### src/rtl/lsu_bank_group_port.sv
// lsu_bank_group_port: per-bank-group request FIFO and single-port SRAM sequencer
// with in-order issue and a one-entry registered read response.
`default_nettype none

module lsu_bank_group_port #(
    parameter int AW    = 10,
    parameter int DW    = 32,
    parameter int DEPTH = 4
) (
    input  logic          clk,
    input  logic          rst,
    input  logic          req_valid_i,
    output logic          req_ready_o,
    input  logic          req_rd_i,
    input  logic [AW-1:0] req_addr_i,
    input  logic [DW-1:0] req_wdata_i,
    output logic          mem_en_o,
    output logic          mem_we_o,
    output logic [AW-1:0] mem_addr_o,
    output logic [DW-1:0] mem_wdata_o,
    input  logic [DW-1:0] mem_rdata_i,
    output logic          rsp_valid_o,
    input  logic          rsp_ready_i,
    output logic [DW-1:0] rsp_data_o,
    output logic          busy_o
);

    localparam int unsigned PW = $clog2(DEPTH);
    localparam logic [PW:0] FULL_CNT = (PW+1)'(DEPTH);

    typedef enum logic [1:0] {
        S_IDLE    = 2'd0,
        S_ISSUE   = 2'd1,
        S_RD_WAIT = 2'd2,
        S_STALL   = 2'd3
    } state_e;

    logic          fifo_rd_q    [DEPTH];
    logic [AW-1:0] fifo_addr_q  [DEPTH];
    logic [DW-1:0] fifo_wdata_q [DEPTH];

    logic [PW-1:0] wr_ptr_q, rd_ptr_q;
    logic [PW:0]   count_q, count_d;
    logic          rd_inflight_q, rd_inflight_d;
    logic          rsp_valid_q;
    logic [DW-1:0] rsp_data_q;

    logic   empty, head_rd, rd_ok, push, issue;
    state_e state;

    assign empty   = (count_q == '0);
    assign head_rd = fifo_rd_q[rd_ptr_q];
    // A read may only launch when its response register will be free on capture.
    assign rd_ok   = !rd_inflight_q && (!rsp_valid_q || rsp_ready_i);
    assign push    = req_valid_i && req_ready_o;

    always_comb begin
        state = S_IDLE;
        if (empty)
            state = rd_inflight_q ? S_RD_WAIT : S_IDLE;
        else if (head_rd && !rd_ok)
            state = S_STALL;
        else if (rd_inflight_q)
            state = S_RD_WAIT;
        else
            state = S_ISSUE;
    end

    assign issue         = !empty && ((state == S_ISSUE) || (state == S_RD_WAIT));
    assign rd_inflight_d = issue && head_rd;

    always_comb begin
        count_d = count_q;
        case ({push, issue})
            2'b10:   count_d = count_q + 1'b1;
            2'b01:   count_d = count_q - 1'b1;
            default: count_d = count_q;
        endcase
    end

    assign req_ready_o = (count_q < FULL_CNT);
    assign mem_en_o    = issue;
    assign mem_we_o    = issue && !head_rd;
    assign mem_addr_o  = issue ? fifo_addr_q[rd_ptr_q] : '0;
    assign mem_wdata_o = issue ? fifo_wdata_q[rd_ptr_q] : '0;
    assign rsp_valid_o = rsp_valid_q;
    assign rsp_data_o  = rsp_data_q;
    assign busy_o      = !empty || rd_inflight_q || rsp_valid_q;

    // Storage needs no reset: entries are only read once the count covers them.
    always_ff @(posedge clk) begin
        if (push) begin
            fifo_rd_q[wr_ptr_q]    <= req_rd_i;
            fifo_addr_q[wr_ptr_q]  <= req_addr_i;
            fifo_wdata_q[wr_ptr_q] <= req_wdata_i;
        end
    end

    always_ff @(posedge clk or posedge rst) begin
        if (rst) begin
            wr_ptr_q      <= '0;
            rd_ptr_q      <= '0;
            count_q       <= '0;
            rd_inflight_q <= 1'b0;
        end else begin
            if (push)
                wr_ptr_q <= wr_ptr_q + PW'(1);
            if (issue)
                rd_ptr_q <= rd_ptr_q + PW'(1);
            count_q       <= count_d;
            rd_inflight_q <= rd_inflight_d;
        end
    end

    // Capture beats a same-cycle handshake, so a fresh response is never lost.
    always_ff @(posedge clk or posedge rst) begin
        if (rst) begin
            rsp_valid_q <= 1'b0;
            rsp_data_q  <= '0;
        end else if (rd_inflight_q) begin
            rsp_valid_q <= 1'b1;
            rsp_data_q  <= mem_rdata_i;
        end else if (rsp_valid_q && rsp_ready_i) begin
            rsp_valid_q <= 1'b0;
        end
    end

endmodule

`default_nettype wire

### config.mk
export PLATFORM = sky130hd
export DESIGN_NAME = lsu_bank_group_port
export DESIGN_NICKNAME = d
export VERILOG_FILES = /design/src/rtl/lsu_bank_group_port.sv
export SDC_FILE = /design/constraint.sdc
export NUM_CORES = 1
export LEC_CHECK = 0
export CORE_MARGIN = 4
export CORE_UTILIZATION = 50
export CTS_BUF_LIST = sky130_fd_sc_hd__clkbuf_4 sky130_fd_sc_hd__clkbuf_8
export CTS_CLUSTER_SIZE = 24
export DETAILED_ROUTE_END_ITERATION = 10
export HOLD_SLACK_MARGIN = 0.05
export PLACE_DENSITY_LB_ADDON = 0.12
export SYNTH_ARGS = -nofsm -noshare
export SYNTH_HDL_FRONTEND = slang
export SYNTH_SLANG_ARGS = --single-unit
### constraint.sdc
create_clock -name clk -period 3.1 [get_ports clk]
set_clock_uncertainty 0.1 [all_clocks]
set_input_delay 0.31 -clock clk [delete_from_list [all_inputs] [get_ports clk]]
set_output_delay 0.31 -clock clk [all_outputs]
set_load 0.005 [all_outputs]
# Word level (Yosys, flattened, before mapping)
# Memories as Yosys holds them, arrays and structs flattened.
# Index checks and enable logic that the tools add are counted.
[op_classes]
addsub = 4
n_lt_le_gt_ge = 1
eq_ne = 4
mux = 11
reduce_logical = 19
[op_table]
columns = ["op", "count"]
rows = [
  ["32-bit 2-to-1 mux", 1],
  ["10-bit 2-to-1 mux", 1],
  ["2-bit 2-to-1 mux", 4],
  ["1-bit logical AND", 7],
  ["3-bit one-hot mux with 2 select lines", 1],
  ["1-bit logical NOT", 5],
  ["2-bit by 1-bit adder with 2-bit output, second input constant", 2],
  ["2-bit by 1-bit == test with 1-bit output, second input constant", 2],
  ["2-bit == test, second input constant", 2],
  ["1-bit logical OR", 4],
  ["1-bit 2-to-1 mux", 4],
  ["2-bit nonzero test", 2],
  ["3-bit by 1-bit adder with 3-bit output, second input constant", 1],
  ["3-bit logical NOT", 1],
  ["3-bit < comparator, second input constant", 1],
  ["3-bit by 1-bit subtractor with 3-bit output, second input constant", 1],
]
[word_totals]
reg_bits = 41
mem_bits_rw = 172
output_inout_bits = 79
memories = 3
[memory_table]
columns = ["memory", "depth", "word_bits", "read_ports", "rd_ports_with_merged_regs", "wr", "line", "source"]
rows = [
  ["fifo_wdata_q", 4, 32, 1, 0, 1, "40", "logic [DW-1:0] fifo_wdata_q [DEPTH];"],
  ["fifo_addr_q", 4, 10, 1, 0, 1, "39", "logic [AW-1:0] fifo_addr_q [DEPTH];"],
  ["fifo_rd_q", 4, 1, 1, 0, 1, "38", "logic fifo_rd_q [DEPTH];"],
]

# Logic depth before layout (Yosys ltp)
[logic_depth]
depth_word = 12
mapped_depth = 11

# Worst setup path after synthesis
# No wires, ideal clock.
[synth_timing]
path_type = "register to register"
startpoint = "register rd_ptr_q[0]"
endpoint = "register count_q[2]"
setup_ns = 0.080
t_arrival_ns = 2.291
t_required_ns = 2.920
setup_slack_ns = 0.630
path_stages_with_launch = 12
path_buffers = 1
path_cell_list = "dfrtp_1 buf_6 mux4_2 o21ai_4 nand2_1 inv_1 ha_1 inv_1 fa_1 xor2_1 nor2_1 xnor2_1"
[synth_between]
elab_chain_len = 9
elab_cells_between_ends = 12
cone_classes = "4 x eq/ne; 3 x mux; 4 x reduce/logical; 1 x memory"
[synth_lines]
columns = ["element", "line", "source"]
rows = [
  ["from (decl)", "42", "logic [PW-1:0] wr_ptr_q, rd_ptr_q;"],
  ["from (signal assigned)", "109", "rd_ptr_q <= rd_ptr_q + PW'(1);"],
  ["memory 4 x 1 bit *", "n/a", ""],
  ["1-bit logical AND *", "61", "else if (head_rd && !rd_ok)"],
  ["2-bit 2-to-1 mux *", "61", ""],
  ["2-bit 2-to-1 mux *", "59", "if (empty)"],
  ["2-bit by 1-bit == test with 1-bit output or 2-bit == test (tied branches)", "69", "assign issue = !empty && ((state == S_ISSUE) || (state == S_RD_WAIT));"],
  ["1-bit logical OR *", "69", ""],
  ["1-bit logical AND *", "69", ""],
  ["net mem_en_o", "17", "output logic mem_en_o,"],
  ["2-bit by 1-bit == test with 1-bit output or 2-bit == test (tied branches)", "74", "case ({push, issue})"],
  ["3-bit one-hot mux with 2 select lines or 2-bit nonzero test (tied branches)", "n/a", ""],
  ["to (signal assigned)", "110", "count_q <= count_d;"],
  ["to (decl)", "43", "logic [PW:0] count_q, count_d;"],
]
# The timed path passes the listed nets; every way through them passes the cells marked *.
# A chain may end at the register's enable or synchronous reset.

# Worst setup path in the final report
[layout_timing]
startpoint = "register rd_ptr_q[0]"
endpoint = "output mem_addr_o[5]"
[layout_between]
elab_chain_len = 8
elab_cells_between_ends = 10
cone_classes = "2 x eq/ne; 3 x mux; 3 x reduce/logical; 2 x memory"
[layout_lines]
columns = ["element", "line", "source"]
rows = [
  ["memory 4 x 1 bit", "n/a", ""],
  ["1-bit logical AND", "61", ""],
  ["2-bit 2-to-1 mux", "61", ""],
  ["2-bit 2-to-1 mux", "59", ""],
  ["2-bit by 1-bit == test with 1-bit output or 2-bit == test (tied branches)", "69", ""],
  ["1-bit logical OR", "69", ""],
  ["1-bit logical AND", "69", ""],
  ["10-bit 2-to-1 mux *", "84", "assign mem_addr_o = issue ? fifo_addr_q[rd_ptr_q] : '0;"],
  ["to (decl)", "19", "output logic [AW-1:0] mem_addr_o,"],
]
# Mark *: on every way between the ends. The rest lies on a longest branch, timed or not.

==> reports/qor.txt <==
# IOs - 158
CP startpoint - rd_ptr_q[0]
Critical Path Start Type - flop
Worst path max stage delay - 550 ps
clock buffer depth - 3
Clk Tree Root Cell - clkbuf_8
layout cell share with drive strength beyond 1 - 26.6%
post-synthesis register bit count - 213
Remaining DRCs - 0
synth cell count leaders - 172 x edfxtp_1, 43 x mux4_2, 42 x and3_1
H-tree levels - 2
Pre-antenna DRT Iters - 4
vias in the first global route - 4,767
area leader, netlist - edfxtp_1
Starting Density - 51.3%
final global-route overflow total - 0
minimum clock period - 3010 ps
status - complete, no violations
critical path class - flop to primary output
row count - 46
Die ar. - 18,500 µm²
crit end category - primary output
worst-margin pin slew - 553 ps
DP Wirelength - 10,200 µm
fmax - 332 MHz
Port Buffers - 157
period utilisation layout - 97.0%
final setup fails - 0
Mapped Area - 8200 µm²
n_diodes - 0
EDFF count, synth - 172
DRT iter0 DRCs - 214
most frequent cell after synthesis - edfxtp_1
CTS Buf Count - 37
Final Max Slew Viols - 0
worst hold path type - input pin to asynchronous set/reset pin
reg2reg setup slack - 520 ps
total power - 10.6 mW
DR WL/cell - 20.2 µm
Area Growth Syn to Fin - 32.5%
Crit path max-delay family - buffers and inverters
PwrDens - 972 nW/µm²
fin nets - 668
Yosys top cell area share - 63.0%
initial antenna violation count - 0
worst skew pair latency - 500 ps
vias after detailed routing - 4,358
Critical Path AT - 2600 ps
Worst EP required - 2690 ps
GRT Total Usage - 18.2%
Cell variety after synth - 26
die height - 136 µm
max-capacitance violation count - 0
R2R Path Start - rd_ptr_q[0]
CTS tree - done
worst-path cell chain - mux4_2 > o21ai_4 > clkbuf_16 > and3_1 > clkdlybuf4s50_1
Final GP Congestion - 0.725
Final Hold Fails - 0
register area share after synthesis - 75.5%
first-pass GRT wire length - 25,500 µm
vias per std cell - 5.28
Core Box Area - 16,000 µm²
Sinks on Clock Net - 213
worst-path maximum fanout - 16
syn_nets - 478
relative slew slack - 63.0%
clock slew at reported path FFs - 60 ps
WP buf/inv - 2
top cells by area, synth - edfxtp_1 63%, dfrtp_1 13%, mux4_2 12%, mux2_2 4.4%, and3_1 3.2%
Worst VDD drop - 0.518 mV
post-route ant nets - 0
WL final - 16,600 µm
DIE WIDTH - 136 µm
ys flop type - edfxtp_1
syn_area_per_cell - 20.9 µm²
Sum Neg Setup Slack - 0 ps
P_leak - 3.90 nW
largest net degree at the start of global routing - 45
ys async rst share - 19.2%
RSZ-0062 raised after global routing - false
Ys Warns - 0
Mapped Cells - 393
Crit-path slowest cell - mux4_2
metrics by stage:
| stage | area (µm²) | hold slack [ps] | util (%) | setup WS (ps) | std cells |
|---|---|---|---|---|---|
| floorplan | 8200 | 309 | - | 630 | 393 |
| global placement | 10100 | 386 | 63.1 | 536 | 755 |
| detailed placement | 10100 | 397 | 63.1 | 468 | 755 |
| CTS | 10800 | 137 | 67.6 | 11.4 | 820 |
| global route | 10900 | 170 | 67.9 | 27.9 | 825 |
| finish | 10900 | 139 | 67.9 | 91.5 | 825 |
state kept, by name, summed over array words and instances, names as in the netlist:
name and count:
count_q 3, wr_ptr_q 2, rd_inflight_q 1, rsp_valid_o 1, rd_ptr_q 2, fifo_addr_q 40, rsp_data_o 32, fifo_rd_q 4
fifo_wdata_q 128
cell type report:
cell class / instances / area [µm²]
clock inverters: 10 / 47.5
well taps: 216 / 270
flip-flops and latches: 213 / 6200
multi-input cells: 148 / 1860
fillers: 1075 / 5130
repair buffers: 174 / 1790
inverters: 9 / 33.8
clock buffers: 55 / 676
layout by cell type, fill, tap and decap left out, types with 2 or more instances in the layout:
| cell | count |
|---|---|
| and2_2 | 4 |
| and3_1 | 42 |
| buf_12 | 6 |
| buf_4 | 10 |
| clkbuf_4 | 13 |
| clkbuf_8 | 42 |
| clkdlybuf4s50_1 | 157 |
| clkinv_1 | 4 |
| clkinv_2 | 5 |
| dfrtp_1 | 39 |
| edfxtp_1 | 172 |
| ha_1 | 5 |
| inv_1 | 9 |
| mux2_2 | 32 |
| mux4_2 | 43 |
| nand2_1 | 2 |
| nor2_1 | 2 |
| nor2b_1 | 2 |
| xnor2_1 | 5 |
power by group:
part / switching (mW) / internal, mW / leakage [nW]
clock network: 1.04 / 1.39 / 0.388
registers: 0.210 / 3.73 / 2.04
logic: 1.65 / 2.55 / 1.47
total: 2.91 / 7.67 / 3.90
routing by layer:
layer	part of all wire, %	global-route usage, %	vias up	wire [µm]
met5	0	0	-	0
met4	1.6	5.54	0	262
met3	7.2	4.96	23	1190
met2	51	31.2	168	8490
met1	40	22.9	2219	6690
li1	-	-	1948	-
worst paths after layout:
path / end / cells after the start
worst max-delay path: mem_addr_o[5] / 5
worst min-delay path: rsp_data_o[17] / 3
worst max register to register: count_q[2] / 10
min in group clk: rsp_data_o[18] / 2
max in group asynchronous: rd_ptr_q[0] / 3
worst min register to register: rsp_data_o[12] / 1
tightest hold or removal path, delay by kind of cell:
kind	cells	cell delay, ps
buffers and inverters	3	890
repair_timing:
action                     4_1_cts  5_1_grt
resized for setup                0        0
hold buffers                     0        0
setup endpoints to repair        0       29
buffers inserted                 0        4
kinds of logic (layout without fill, tap and decap cells):
| kind of cell | count (synthesis) | count (layout) | synth area share, % |
|---|---|---|---|
| multiplexers | 76 | 76 | 16.3 |
| AND/OR/NAND/NOR | 58 | 58 | 4.27 |
| buffers and inverters | 32 | 248 | 2.01 |
| flip-flops | 213 | 213 | 75.5 |
| AO/OA/AOI/OAI | 2 | 2 | 0.259 |
| adder cells (fa/ha/maj) | 6 | 6 | 1.01 |
| XOR/XNOR | 6 | 6 | 0.641 |
Note: power is estimated with default switching activity, not from simulation.
==> edit 1 (same settings) <==
`AW`: 10 -> 8.
--- a/src/rtl/lsu_bank_group_port.sv
+++ b/src/rtl/lsu_bank_group_port.sv
@@ -3,7 +3,7 @@
 `default_nettype none
 
 module lsu_bank_group_port #(
-    parameter int AW    = 10,
+    parameter int AW    = 8,
     parameter int DW    = 32,
     parameter int DEPTH = 4
 ) (
Ports: changed (resized mem_addr_o and req_addr_i); port bits go from 158 to 154. No check against the original RTL was run, so the function may have changed too.
==> edit 1 against the original RTL <==
  * Cell area fell by 4.2%
  * Global-route usage is 0.48 points lower
  * Sequential cell count decreased by 8
  * Total power decreased by 4.8%
  * Routed wire length fell by 7.3%
  * Worst setup slack improved by 0.079 ns
  * Area after synthesis fell by 3.6%
  * Critical endpoint is now mem_wdata_o[2]
==> edit 1: results <==
export IMPL_grtUsageTotal=0.178
export IMPL_h_tree_depth=2
export IMPL_grt_first_pass_wirelength_mm=24.6
export IMPL_synth_common_cells="edfxtp_1, dfrtp_1, mux4_2, and3_1, mux2_2"
export IMPL_design_power_total_mw=10.1
export IMPL_vdd_drop_max_v=0.000621
export IMPL_place_inst=736
export IMPL_wl_met3_mm=1.15
export IMPL_async_flop_share=0.200
export IMPL_multi_input_area_um2=1800
export IMPL_grt_max_degree=43
export IMPL_powerClk_mw=2.32
export IMPL_p_int_mw=7.31
export IMPL_synth_area_per_cell_um2=20.7
export IMPL_use_met1=0.232
export IMPL_r2r_slack_ns=0.54
export IMPL_dp_hpwl_mm=9.51
export IMPL_ys_seq_area_frac=0.753
export IMPL_worst_slew_pin_slew_ns=0.624
export IMPL_critPathMaxFanout=24
export IMPL_gp_congestion=0.706
export IMPL_ys_warn_count=0
export IMPL_wl_met1_mm=6.40
export IMPL_syn_nets=464
export IMPL_status="complete, no violations"
export IMPL_cts_root_buf="clkbuf_8"
export IMPL_drive_gt1_frac=0.263
export IMPL_numPortBuffers=153
export IMPL_endpoint="mem_wdata_o[2]"
export IMPL_synth_area_leaders="edfxtp_1, dfrtp_1, mux4_2"
export IMPL_met2_usage=0.291
export IMPL_top_layer_used="met4"
export IMPL_p_seq_mw=3.79
export IMPL_r2r_start="rd_ptr_q[0]"
export IMPL_max_freq_ghz=0.341
export IMPL_numCtsBuffers=34
export IMPL_fill_cells=1043
export IMPL_cp_arrival_ns=2.52
export IMPL_use_met3=0.0468
export IMPL_wl_met2_mm=7.56
export IMPL_grt_pass1_vias=4554
export IMPL_fin_nets=646
export IMPL_wl_per_cell_um=19.3
export IMPL_vias=4162
export IMPL_leakage_nw=3.74
export IMPL_pre_cts_slack_ns=0.315
export IMPL_wirelength_mm=15.4
export IMPL_placed_area_um2=9730
export IMPL_holdWs_ns=0.153
export IMPL_synth_edf_count=164
[edit 1: cell types whose count changed after synthesis]
cell / change
buf_2: -1
mux4_2: -2
edfxtp_1: -8
and3_1: -2
buf_1: +1
[edit 1: area by class of cell]
class                           instances  area share
Clock buffer                           48      0.0568
Clock inverter                         11     0.00757
Timing Repair Buffer                  169       0.163
Tap cell                              211      0.0253
Inverter                                9     0.00324
Multi-Input combinational cell        144       0.173
Sequential cell                       205       0.572
[edit 1: cells by family after synthesis]
group / synth area share
xor+xnor: 0.00665
mux: 0.164
simple gates: 0.0427
flops: 0.753
fa+ha+maj: 0.0104
buf+inv: 0.0207
compound gates: 0.00269
[edit 1: worst max-delay path, stage by stage, from the launching register on]
cell and delay (ns):
dfrtp_4 0.43, mux4_2 0.55, o21ai_4 0.12, buf_8 0.21, and3_1 0.21, clkdlybuf4s50_1 0.51
[edit 1: repair_timing]
action / CTS / global route
gates resized for setup: 2 / 0
hold buffers: 0 / 0
setup endpoints to repair: 23 / 0
buffers inserted: 2 / 0
==> edit 2 (config.mk and constraints unchanged) <==
Made on the original files. Reset style: synchronous (`rst`), changed in 2 clocked blocks.
--- a/src/rtl/lsu_bank_group_port.sv
+++ b/src/rtl/lsu_bank_group_port.sv
@@ -96,7 +96,7 @@
         end
     end
 
-    always_ff @(posedge clk or posedge rst) begin
+    always_ff @(posedge clk) begin
         if (rst) begin
             wr_ptr_q      <= '0;
             rd_ptr_q      <= '0;
@@ -113,7 +113,7 @@
     end
 
     // Capture beats a same-cycle handshake, so a fresh response is never lost.
-    always_ff @(posedge clk or posedge rst) begin
+    always_ff @(posedge clk) begin
         if (rst) begin
             rsp_valid_q <= 1'b0;
             rsp_data_q  <= '0;
Check against the original RTL: differs if rst is asserted again (counterexample within 4 cycles, from zero or initial values and one cycle with rst high); with rst held inactive, the same outputs for 4 cycles.
==> edit 2 against the original RTL <==
  * Sequential cell count is 2 higher
  * Synthesized cell count rose by 13%
  * Worst hold slack gained 0.19 ns
  * Non-clock buffer count decreased by 1
  * Worst setup slack gained 0.052 ns
  * Total power decreased by 17%
  * Routed wire length decreased by 2.9%
  * Clock power fell by 5%
  * First-iteration DRC count fell by 5.1%
  * Area after synthesis decreased by 0.63%
  * Cell area is 1.5% lower
  * Largest power group is now sequential cells
==> edit 2: results <==
export IMPL_async_flop_share=0
export IMPL_drtIter0Drc=203
export IMPL_syn_to_final_growth_pct=31.4
export IMPL_wl_per_cell_um=18.6
export IMPL_fin_nets=712
export IMPL_vdd_drop_max_v=0.000405
export IMPL_critPathMaxFanout=44
export IMPL_holdWs_ns=0.330
export IMPL_swShare=0.262
export IMPL_status="complete, no violations"
export IMPL_synth_area_per_cell_um2=18.3
export IMPL_numCtsBuffers=36
export IMPL_dp_hpwl_mm=10.0
export IMPL_grt_pass1_vias=4744
export IMPL_hold_path_class="input port to flip-flop"
export IMPL_relSlewSlack=0.632
export IMPL_post_route_min_period_ns=2.96
export IMPL_pre_cts_slack_ns=0.477
export IMPL_grtUsageTotal=0.177
export IMPL_ys_seq_area_frac=0.739
export IMPL_seqPwrFrac=0.417
export IMPL_place_inst=805
export IMPL_cp_arrival_ns=2.55
export IMPL_synth_area_leaders="edfxtp_1, mux4_2, dfxtp_1"
export IMPL_placed_area_um2=10000
export IMPL_syn_nets=530
export IMPL_vias_per_cell=5.16
export IMPL_grt_first_pass_wirelength_mm=24.9
edit 2: what timing repair did:
item                                    CTS  global route
resized for setup                         1             2
cloned                                    0             0
endpoints found under the setup margin   34             5
edit 2: cell families after synthesis:
| kind of cell | Yosys count | synth area share |
|---|---|---|
| flops | 215 | 0.739 |
| mux | 75 | 0.158 |
| buf+inv | 38 | 0.0195 |
| simple gates | 97 | 0.0617 |
| compound gates | 11 | 0.00798 |
| xor+xnor | 3 | 0.00322 |
| fa+ha+maj | 6 | 0.0101 |
edit 2: layer usage:
metal	vias up	part of all wire	track usage	wire length (µm)
met5	-	0	0	0
met4	0	0.020	0.0582	319
met3	28	0.069	0.0468	1120
met2	154	0.50	0.302	8060
met1	2204	0.41	0.222	6650
li1	2090	-	-	-
edit 2: path summary, 6_finish.rpt:
| path | endpoint |
|---|---|
| max | mem_wdata_o[31] |
| min | rsp_data_o[28] |
| max reg2reg | count_q[2] |
| min reg2reg | rsp_data_o[20] |
edit 2: power by group through the flow:
stage	sequential, mW	combinational, mW	clock [mW]
global route	3.67	3.03	2.50
floorplan	3.67	1.53	0
detailed placement	3.70	2.84	0
CTS	3.64	2.85	2.38
global placement	3.67	2.81	0
finish	3.63	2.78	2.31
edit 2: layout make-up:
type	count	share of cell area
clock buffers	54	0.0595
well taps	216	0.0252
repair buffers	173	0.161
multi-input cells	192	0.185
inverters	9	0.00315
flip-flops and latches	215	0.563
clock inverters	8	0.00292
edit 2: worst max-delay path, delay by kind of cell, from the launching register on:
kind / cells / cell delay, ns
buffers and inverters: 2 / 0.79
muxes: 1 / 0.56
DFF: 1 / 0.36
and+or+nand+nor: 1 / 0.24
AOI/OAI and AO/OA: 1 / 0.10
